<file path="src/rtl/encoder_8x3.sv">
// Registered 8-to-3 one-hot encoder with valid/err flags.
// Define PRIORITY_EN to have a multi-hot input encode its highest set bit instead of forcing index 0.
module encoder_8x3 (
  input  logic       clk_i,
  input  logic       rst_i,
  input  logic       en_i,
  input  logic [7:0] dec_i,
  output logic [2:0] bin_o,
  output logic       valid_o,
  output logic       err_o
);

  logic [2:0] bin_d, bin_q;
  logic       valid_d, valid_q;
  logic       err_d, err_q;
  logic       any_set;
  logic       multi;
  logic [2:0] idx;

  assign any_set = |dec_i;
  // Clearing the lowest set bit leaves something behind only when two or more bits are set.
  assign multi   = |(dec_i & (dec_i - 8'd1));

`ifdef PRIORITY_EN
  // The highest set bit wins, so later loop iterations overwrite earlier ones.
  always_comb begin
    idx = 3'd0;
    for (int i = 0; i < 8; i++)
      if (dec_i[i]) idx = 3'(i);
  end
`else
  // OR-reduction encode; a multi-hot input is forced to index 0 further down.
  always_comb begin
    idx = 3'd0;
    for (int i = 0; i < 8; i++)
      if (dec_i[i]) idx = idx | 3'(i);
  end
`endif

  always_comb begin
    bin_d   = 3'd0;
    valid_d = 1'b0;
    err_d   = multi;
`ifdef PRIORITY_EN
    if (any_set) begin
      bin_d   = idx;
      valid_d = 1'b1;
    end
`else
    if (any_set && !multi) begin
      bin_d   = idx;
      valid_d = 1'b1;
    end
`endif
  end

  always_ff @(posedge clk_i) begin
    if (rst_i) begin
      bin_q   <= 3'd0;
      valid_q <= 1'b0;
      err_q   <= 1'b0;
    end else if (en_i) begin
      bin_q   <= bin_d;
      valid_q <= valid_d;
      err_q   <= err_d;
    end
  end

  assign bin_o   = bin_q;
  assign valid_o = valid_q;
  assign err_o   = err_q;

endmodule

</file>
<file path="config.mk">
export PLATFORM = sky130hd
export DESIGN_NAME = encoder_8x3
export DESIGN_NICKNAME = d
export VERILOG_FILES = /design/src/rtl/encoder_8x3.sv
export SDC_FILE = /design/constraint.sdc
export NUM_CORES = 1
export LEC_CHECK = 0
export CAP_MARGIN = 5
export CORE_AREA = 2 2 39 41
export CTS_CLUSTER_SIZE = 16
export DETAILED_ROUTE_END_ITERATION = 10
export DIE_AREA = 0 0 41 43
export RECOVER_POWER = 100
export SLEW_MARGIN = 20
export SYNTH_ARGS = -nofsm -noshare
export SYNTH_HDL_FRONTEND = slang
export SYNTH_SLANG_ARGS = --single-unit
</file>
<file path="constraint.sdc">
create_clock -name clk_i -period 1.9 [get_ports clk_i]
set_clock_uncertainty 0.15 [all_clocks]
set_input_delay 0.57 -clock clk_i [delete_from_list [all_inputs] [get_ports clk_i]]
set_output_delay 0.57 -clock clk_i [all_outputs]
set_load 0.005 [all_outputs]
</file>
* Word level (Yosys, flattened, before mapping) *
Cells that the tools add are included.

storage, ports and cells
  memories kept = 0
  bits in read-only memories = 0
  register bits = 5
  input port bits = 11
  word-level logic and storage cells = 18
  output and inout port bits = 5
  RAM bits = 0
  bits in latches = 0

cells by class
  shift operators = 0
  $lt $le $gt $ge = 0
  bitwise operators = 1
  multipliers = 0
  reductions and logical operators = 4
  equal/unequal tests = 0
  divide/modulo/power cells = 0
  $add $sub $neg = 1
  multiplexer cells = 9

operators by type and width
  kind                                                                number
  8-bit OR reduction                                                  2
  3-bit 2-to-1 mux                                                    5
  8-bit AND                                                           1
  8-bit by 1-bit subtractor with 8-bit output, second input constant  1
  2-bit 2-to-1 mux                                                    2
  1-bit 2-to-1 mux                                                    2
  1-bit logical AND                                                   1
  1-bit logical NOT                                                   1

* Longest topological paths before layout *
  word-level depth = 8
  mapped depth = 4
  depth with buffers taken out = 4

* Least setup slack after synthesis *
OpenSTA, ideal clock, no wires.

  path kind = input port to flip-flop
  start point = in dec_i[0]
  end point = reg bin_q[0], in the netlist bin_o[0]
  library setup time = 0.087 ns
  path buffers = 0
  cell stages on the path = 4
  required time = 1.663 ns
  setup slack = 0.018 ns
  arrival = 1.644 ns
  path through = or4_4 -> nor4b_2 -> a211oi_1 -> o31ai_1

between the ends
  longest elaborated chain between the ends = 6
  elaborated cells on any way between the ends = 7
  those cells by class = add/sub (1); mux (1); bitwise (1); reduce/logical (4)

RTL lines
  element                                      RTL line  text
  from (decl)                                  7         input logic [7:0] dec_i,
  8-bit by 1-bit subtractor with 8-bit output  22        assign multi = |(dec_i & (dec_i - 8'd1));
  8-bit AND                                    22
  8-bit OR reduction                           22
  1-bit logical NOT                            50        if (any_set && !multi) begin
  1-bit logical AND *                          50
  3-bit 2-to-1 mux *                           50
  to (signal assigned)                         63        bin_q <= bin_d;
  to (decl)                                    13        logic [2:0] bin_d, bin_q;

Mark *: on every way between the ends. The rest lies on a longest branch, timed or not.
A chain may end at the register's enable or synchronous reset.

* Worst setup path after layout *
  start point = reg valid_q, in the netlist valid_o
  end point = out valid_o

RTL lines
  element                 RTL line  text
  from (decl)             14        logic valid_d, valid_q;
  from (signal assigned)  64        valid_q <= valid_d;
  to (decl)               9         output logic valid_o,

No word-level cell between the ends.

==> results.ini <==
[worst_hold_path]
holdPathEnd=valid_o$_SDFFE_PP0P_
hp-start=valid_o$_SDFFE_PP0P_
min_delay_path_depth=2
hold_class=reg2reg

[clocking]
clkTransAtPathRegs_ns=0.04
hold_buffers=0
root_buffer=clkbuf_4
clock_latency_ns=0.24
clock_sinks=5
htreeDepth=1
cts_made_buffers=3
cts_tree=yes
ctsLongestPathBuffers=2

[synth]
ys_seq_area_frac=0.3320
yosysUniqueCellTypes=19
ys_seq_elements=5
syn_nets=46
synth.avg_cell_area_um2=8.615
synth_top_family_by_area=compound AO/OA/AOI/OAI gates
yosysWarnings=0
synthMuxAreaShare=0
synth_xor_area_frac=0
synth_fa_ha_area_frac=0
syn_area_um2=301.5
synth_compound_area_frac=0.3361
yosys.area_share.simple=0.3195
synth_cells=35

[timing]
hold_violations=0
rsz0062_at_grt=no
maxSlewViolCount=0
fmax_ghz=0.5453
max-slew-margin-rel=0.7699
post-route-period-util=0.9652
setup_viol_count_final=0
worst_pin_slew_ns=0.3451
fin_crit_ns=1.834

[cells_and_area]
mostFrequentLayoutCells=10 x buf_4, 6 x clkdlybuf4s50_1, 5 x dfxtp_1
nets=77
diodes=0
syn_to_final_growth_pct=102.1
post-route-util=0.4403
fillers=150
design_area_um2=609.3
drive_gt1_frac=0.3231
final_common_cell=buf_4

[die]
rows=14
die_area_um2=1763
initial_utilization=0.2179
dieWidth_um=41
dieHeight_um=43
io_pins=16
core-area_um2=1384

[worst_setup_path]
cp-start-kind=register
r2r_slack_ns=1.09
path_max_fanout=2
r2r-start=err_o$_SDFFE_PP0P_
cp_data_arrival_time_ns=1.11
worst_path_max_delay_cell=dlygate4sd3_1
end_kind=primary output
cp_top_family=buffers and inverters
critical-path-max-stage-delay_ns=0.56
r2r_end=err_o$_SDFFE_PP0P_
worstPathCellList=dlygate4sd3_1
startpoint=valid_o$_SDFFE_PP0P_
critPathKind=reg2out
path_buf_inv=1
required_ns=1.18
r2r.worst_path.cells=2

[drt]
wirelength_um=759
dr.pass1.iters=5
vias=393
vias_per_cell=4.852
drt_iter0_markers=9
drc_errors=0
antenna_left=0
wl_per_cell_um=9.370

[outcome]
status=finished clean

[global_routing]
grt_start_max_net_pins=8
grtUsageTotal=0.1061
grt-ovfl-total=0
first_global_vias=328
grt_pass1_wl_um=1221
antenna_found_initial=0

[job]
drv_cap=0

[pwr]
p_per_area_nw_per_um2=495.1
leakagePower_nw=0.2621
ir_drop_uv=131.9

[placed_design]
placedInstanceArea_um2=546.8
globalplace.congestion=0.6747
post-dp-hpwl_um=608.4
port_buffers=15

==> metrics by stage <==
| stage | setup WS (ns) | cells | TNS (ns) | power, mW | hold WS (ns) |
|---|---|---|---|---|---|
| after floorplan | 0.01842 | 35 | 0 | 0.1279 | 0.2960 |
| after global placement | -0.4827 | 76 | -2.117 | 0.1789 | 0.2938 |
| after detailed placement | -0.5005 | 76 | -2.219 | 0.1795 | 0.2930 |
| after CTS | 0.008527 | 81 | 0 | 0.3047 | 0.3002 |
| after global routing | 0.02292 | 81 | 0 | 0.3204 | 0.3184 |
| final | 0.06606 | 81 | 0 | 0.3017 | 0.2903 |
==> final cells by class <==
cell class	count	area, µm²	area share
multi-input cells	29	240.2	0.3943
inverters	1	3.754	0.006160
repair buffers	26	219.0	0.3593
flip-flops and latches	5	100.1	0.1643
clock buffers	4	26.28	0.04312
well taps	16	20.02	0.03285
==> where the power goes <==
| part | internal [mW] | leakage [nW] | total (mW) | switching, mW |
|---|---|---|---|---|
| logic | 0.0407 | 0.206 | 0.0715 | 0.0308 |
| clock network | 0.0793 | 0.0150 | 0.121 | 0.0420 |
| registers | 0.108 | 0.0406 | 0.109 | 0.00127 |
| total | 0.228 | 0.262 | 0.302 | 0.0741 |
==> synthesized netlist by cell type <==
master,count,area (µm²)
a211oi_1,5,37.54
dfxtp_1,5,100.1
nand2_1,3,11.26
nor2_1,3,11.26
nand2b_1,2,12.51
nor3_1,2,10.01
nor4_1,2,12.51
o31ai_1,2,15.01
a211oi_2,1,12.51
a21boi_0,1,7.510
a22o_1,1,8.760
inv_1,1,3.750
nor4b_2,1,15.01
o211ai_1,1,7.510
o21a_1,1,7.510
o21ai_1,1,5.000
or2_2,1,6.260
or3_1,1,6.260
or4_4,1,11.26
==> worst max-delay path by stage <==
stage	slack, ns	endpoint	depth (start not counted)
2_1_floorplan	0.02	bin_o[0]$_SDFFE_PP0P_	4
3_3_place_gp	-0.48	bin_o[0]$_SDFFE_PP0P_	5
3_5_place_dp	-0.50	bin_o[0]$_SDFFE_PP0P_	5
4_1_cts	0.009	bin_o[0]$_SDFFE_PP0P_	5
5_1_grt	0.02	bin_o[0]$_SDFFE_PP0P_	5
6_report	0.07	valid_o	1
==> metal layers <==
layer / GRT usage / vias up / routed length (µm)
li1: - / 196 / -
met2: 0.1406 / 18 / 339
met4: 0.1200 / 0 / 23
met5: 0 / - / 0
met1: 0.1274 / 176 / 344
met3: 0.01571 / 3 / 51
==> cell families (layout without fill, tap and decap cells) <==
family | count (synthesis) | after routing
AO/OA/AOI/OAI | 13 | 13
flip-flops | 5 | 5
AND/OR/NAND/NOR | 16 | 16
buffers and inverters | 1 | 31
==> state kept, by name, indices dropped and copies added, names as in the netlist <==
name / flops
valid_o: 1
bin_o: 3
err_o: 1
==> what timing repair did <==
item,CTS,global route
buffers inserted,1,0
endpoints found under the setup margin,5,5
pin swaps,6,6
resized for setup,12,10
No activity file was read; power rests on OpenSTA's default activity.
==> edit 1, RTL diff (same flow settings) <==
Reset style: asynchronous (`rst_i`), changed in one clocked block.
--- a/src/rtl/encoder_8x3.sv
+++ b/src/rtl/encoder_8x3.sv
@@ -56,3 +56,3 @@
 
-  always_ff @(posedge clk_i) begin
+  always_ff @(posedge clk_i or posedge rst_i) begin
     if (rst_i) begin
Formal check against the unedited RTL: differs if rst_i is asserted again (counterexample within 4 cycles, from zero or initial values and one cycle with rst_i high); with rst_i held inactive, the same outputs for 10 cycles.
==> edit 1 against the original RTL <==
  * Worst setup slack got worse by 0.017 ns
  * Non-clock buffer count is 5 lower
  * First-iteration DRC count decreased by 89%
  * Register-to-register slack got worse by 0.10 ns
  * Final area is 8.8% lower
  * Sequential cell count stayed put
  * Critical path depth rose by 4
  * Total power decreased by 3.8%
  * Largest cell class is now non-clock buffers
  * Wire length down 3.6%
  * Area after synthesis down 0.41%
  * Critical endpoint is now bin_o[1]
==> edit 1: results (changes against the original RTL) <==
- RD Place Congestion: 0.6527 (-3.3%)
- Critical Path Start: dec_i[7]
- Combinational share of power: 20.5% (-3.2 points)
- Largest net degree at the start of global routing: 6 (-2)
- Met2 routed WL: 372 microns (+9.7%)
- Met2 Usage GRT: 13.13% (-0.94 points)
- Slew HR: 76.49% (-0.51 points)
- Gr usage total: 9.759% (-0.85 points)
- Post-synthesis average cell area: 10.01 sq um (+16%)
- First-pass GRT wire length: 1.173 mm (-3.9%)
- Grt met1 use: 13.92% (+1.2 points)
- Post-DR vias/cell: 4.648 (-4.2%)
- Dpl cells: 67 (-12%)
- Synth area leaders: dfrtp_1 42%, nor4_4 7.1%, inv_1 6.3%
- Status: finished clean
- Reg2Reg Setup Slack: 0.99 ns (-0.10 ns)
- R2r worst-path depth: 1 (-1)
- Area of placed instances: 515.5 sq um (-5.7%)
- Initial DRC Count: 1 (-8)
- Synth top cells by count: 5 x dfrtp_1, 5 x inv_1, 3 x nor2_1
- Fillers: 152 (+1.3%)
- P_comb: 0.0594 mW (-17%)
- RR Endpoint: bin_o[2]
- Crit path largest cell delay: 0.46 ns (-0.10 ns)
- Final wirelength: 732 microns (-3.6%)
- WP data arrival: 1.84 ns (+0.73 ns)
- Unique masters post-synth: 18 (-1)
- Worst path slowest cell: clkdlybuf4s50_1
- DRT Pass-1 Iters: 3 (-2)
- Hold Path Stages: 1 (-1)
- Async SR Flop Fraction: 100.0% (+100 points)
- Number of setup buffers added after CTS: 0 (-1)
- GR Util met3: 0% (-1.6 points)
- Hold_sp: valid_o
- Hold-critical path endpoint: valid_o
- Nets: 67 (-13%)
- Dpl hpwl: 582.9 microns (-4.2%)
- Main synth FF type: dfrtp_1
- NetSw: 0.06875 mW (-7.2%)
- Peak supply drop: 126.8 uV (-3.9%)
- Layout cells sized above 1: 23.64% (-8.7 points)
## edit 1: cell families (layout without fill, tap and decap cells)
family | Yosys count | in the layout | synth area share [%]
compound gates | 10 | 10 | 25.84
xor+xnor | 1 | 1 | 2.917
fa+ha+maj | 1 | 1 | 3.333
buf+inv | 5 | 30 | 6.251
flops | 5 | 5 | 41.67
simple gates | 8 | 8 | 20.00
## edit 1: final cells by class
| class | count | area [sq um] | area share, % |
|---|---|---|---|
| Clock buffer | 4 | 26.28 | 4.730 |
| Inverter | 5 | 18.77 | 3.378 |
| Timing Repair Buffer | 21 | 198.9 | 35.81 |
| Sequential cell | 5 | 125.1 | 22.52 |
| Tap cell | 16 | 20.02 | 3.604 |
| Multi-Input combinational cell | 20 | 166.4 | 29.96 |
## edit 1: timing repair
action                                  CTS  global route
hold endpoints to repair                  0             0
hold buffers                              0             0
resized for setup                         0             5
endpoints found under the setup margin    0             5
==> edit 2, RTL diff (same settings) <==
Made on the original files. Add a define of `PRIORITY_EN`.
--- a/src/rtl/encoder_8x3.sv
+++ b/src/rtl/encoder_8x3.sv
@@ -2,2 +2,4 @@
 // Define PRIORITY_EN to have a multi-hot input encode its highest set bit instead of forcing index 0.
+`define PRIORITY_EN
+
 module encoder_8x3 (
Formal check against the unedited RTL: not equivalent (a bounded check fails within 4 cycles, from zero or initial values and one cycle with rst_i high).
==> edit 2 against the original RTL <==
  * Final area fell by 22%
  * Sequential cell count did not move
  * Worst setup slack better by 0.045 ns
  * Wire length is 14% lower
  * Maximum frequency is 2.5% higher
  * Largest cell class is now non-clock buffers
  * Highest routed layer is now met3
  * Total power is 3.3% higher
  * Area after synthesis is 10% lower
  * Critical path depth did not move
==> edit 2: results (changes against the original RTL) <==
- Status: finished clean
- Adder-Cell Fraction of Synth Area: 3.687% (+3.7 points)
- Dpl ws: -0.1073 ns (+0.3932 ns)
- Post-Route M1 WL: 312 microns (-9.3%)
- Met2 Usage GRT: 11.88% (-2.2 points)
- DRT Pass-1 Iters: 1 (-4)
- RD Place Congestion: 0.8091 (+20%)
- Largest net degree at the start of global routing: 11 (+3)
- Sequential area share after synthesis: 36.87% (+3.7 points)
- CTS resizes: 0 (-12)
- Post-DR vias/cell: 4.444 (-8.4%)
- Static Leak: 0.1867 nW (-29%)
- Synth area leaders: dfxtp_1 37%, nor2_1 12%, a311oi_1 6.5%
- Synth top cells by count: 9 x nor2_1, 5 x dfxtp_1, 3 x a21oi_1, 3 x nand2_1
- Worst-Margin Slew: 0.3246 ns (-0.02048 ns)
- Gr usage total: 8.826% (-1.8 points)
- Met2 routed WL: 304 microns (-10%)
- Crit path largest cell delay: 0.50 ns (-0.06 ns)
- Layout cells sized above 1: 10.71% (-22 points)
- Compound-gate portion of the synthesized area: 26.73% (-6.9 points)
- Vias in the first global route: 296 (-9.8%)
- Dpl hpwl: 527.4 microns (-13%)
- Max layer used: met3
- NetSw: 0.07527 mW (+1.6%)
- Peak supply drop: 168.4 uV (+28%)
- GR Util met3: 0.5236% (-1.0 points)
- Number of setup buffers added after CTS: 0 (-1)
- RR Endpoint: bin_o[0]
- Final std cells w/o fill: 72 (-11%)
- First-pass GRT wire length: 1.048 mm (-14%)
- Post-Route Utilization: 34.54% (-9.5 points)
- Area of placed instances: 451.7 sq um (-17%)
- Met3 routed WL: 38 microns (-25%)
- Worst path slowest cell: clkdlybuf4s50_1
- Fillers: 156 (+4.0%)
- Dpl cells: 68 (-11%)
- Initial DRC Count: 0 (-9)
- FF-to-FF Start: bin_o[0]
- Max Fanout on Critical Path: 2 (unchanged)
- WP data arrival: 1.07 ns (-0.04 ns)
- Hold_sp: err_o
==> edit 2: how the worst min path moves through the flow <==
stage                to  slack (ns)  cells after the start
6_report          err_o        0.33                      2
5_1_grt        bin_o[1]        0.36                      2
4_1_cts           err_o        0.34                      2
3_5_place_dp      err_o        0.33                      2
3_3_place_gp   bin_o[2]        0.33                      2
2_1_floorplan  bin_o[1]        0.32                      2
==> edit 2: power by group through the flow <==
stage	registers [mW]	clock network, mW	logic, mW
5_1_grt	0.118	0.133	0.0778
2_1_floorplan	0.120	0	0.0219
6_report	0.117	0.124	0.0706
3_3_place_gp	0.119	0	0.0712
4_1_cts	0.117	0.128	0.0716
3_5_place_dp	0.119	0	0.0713
==> edit 2: layout make-up <==
class,count,area share [%]
repair buffers,17,34.55
multi-input cells,28,33.25
flip-flops and latches,5,20.94
clock buffers,4,5.497
well taps,16,4.188
inverters,2,1.571
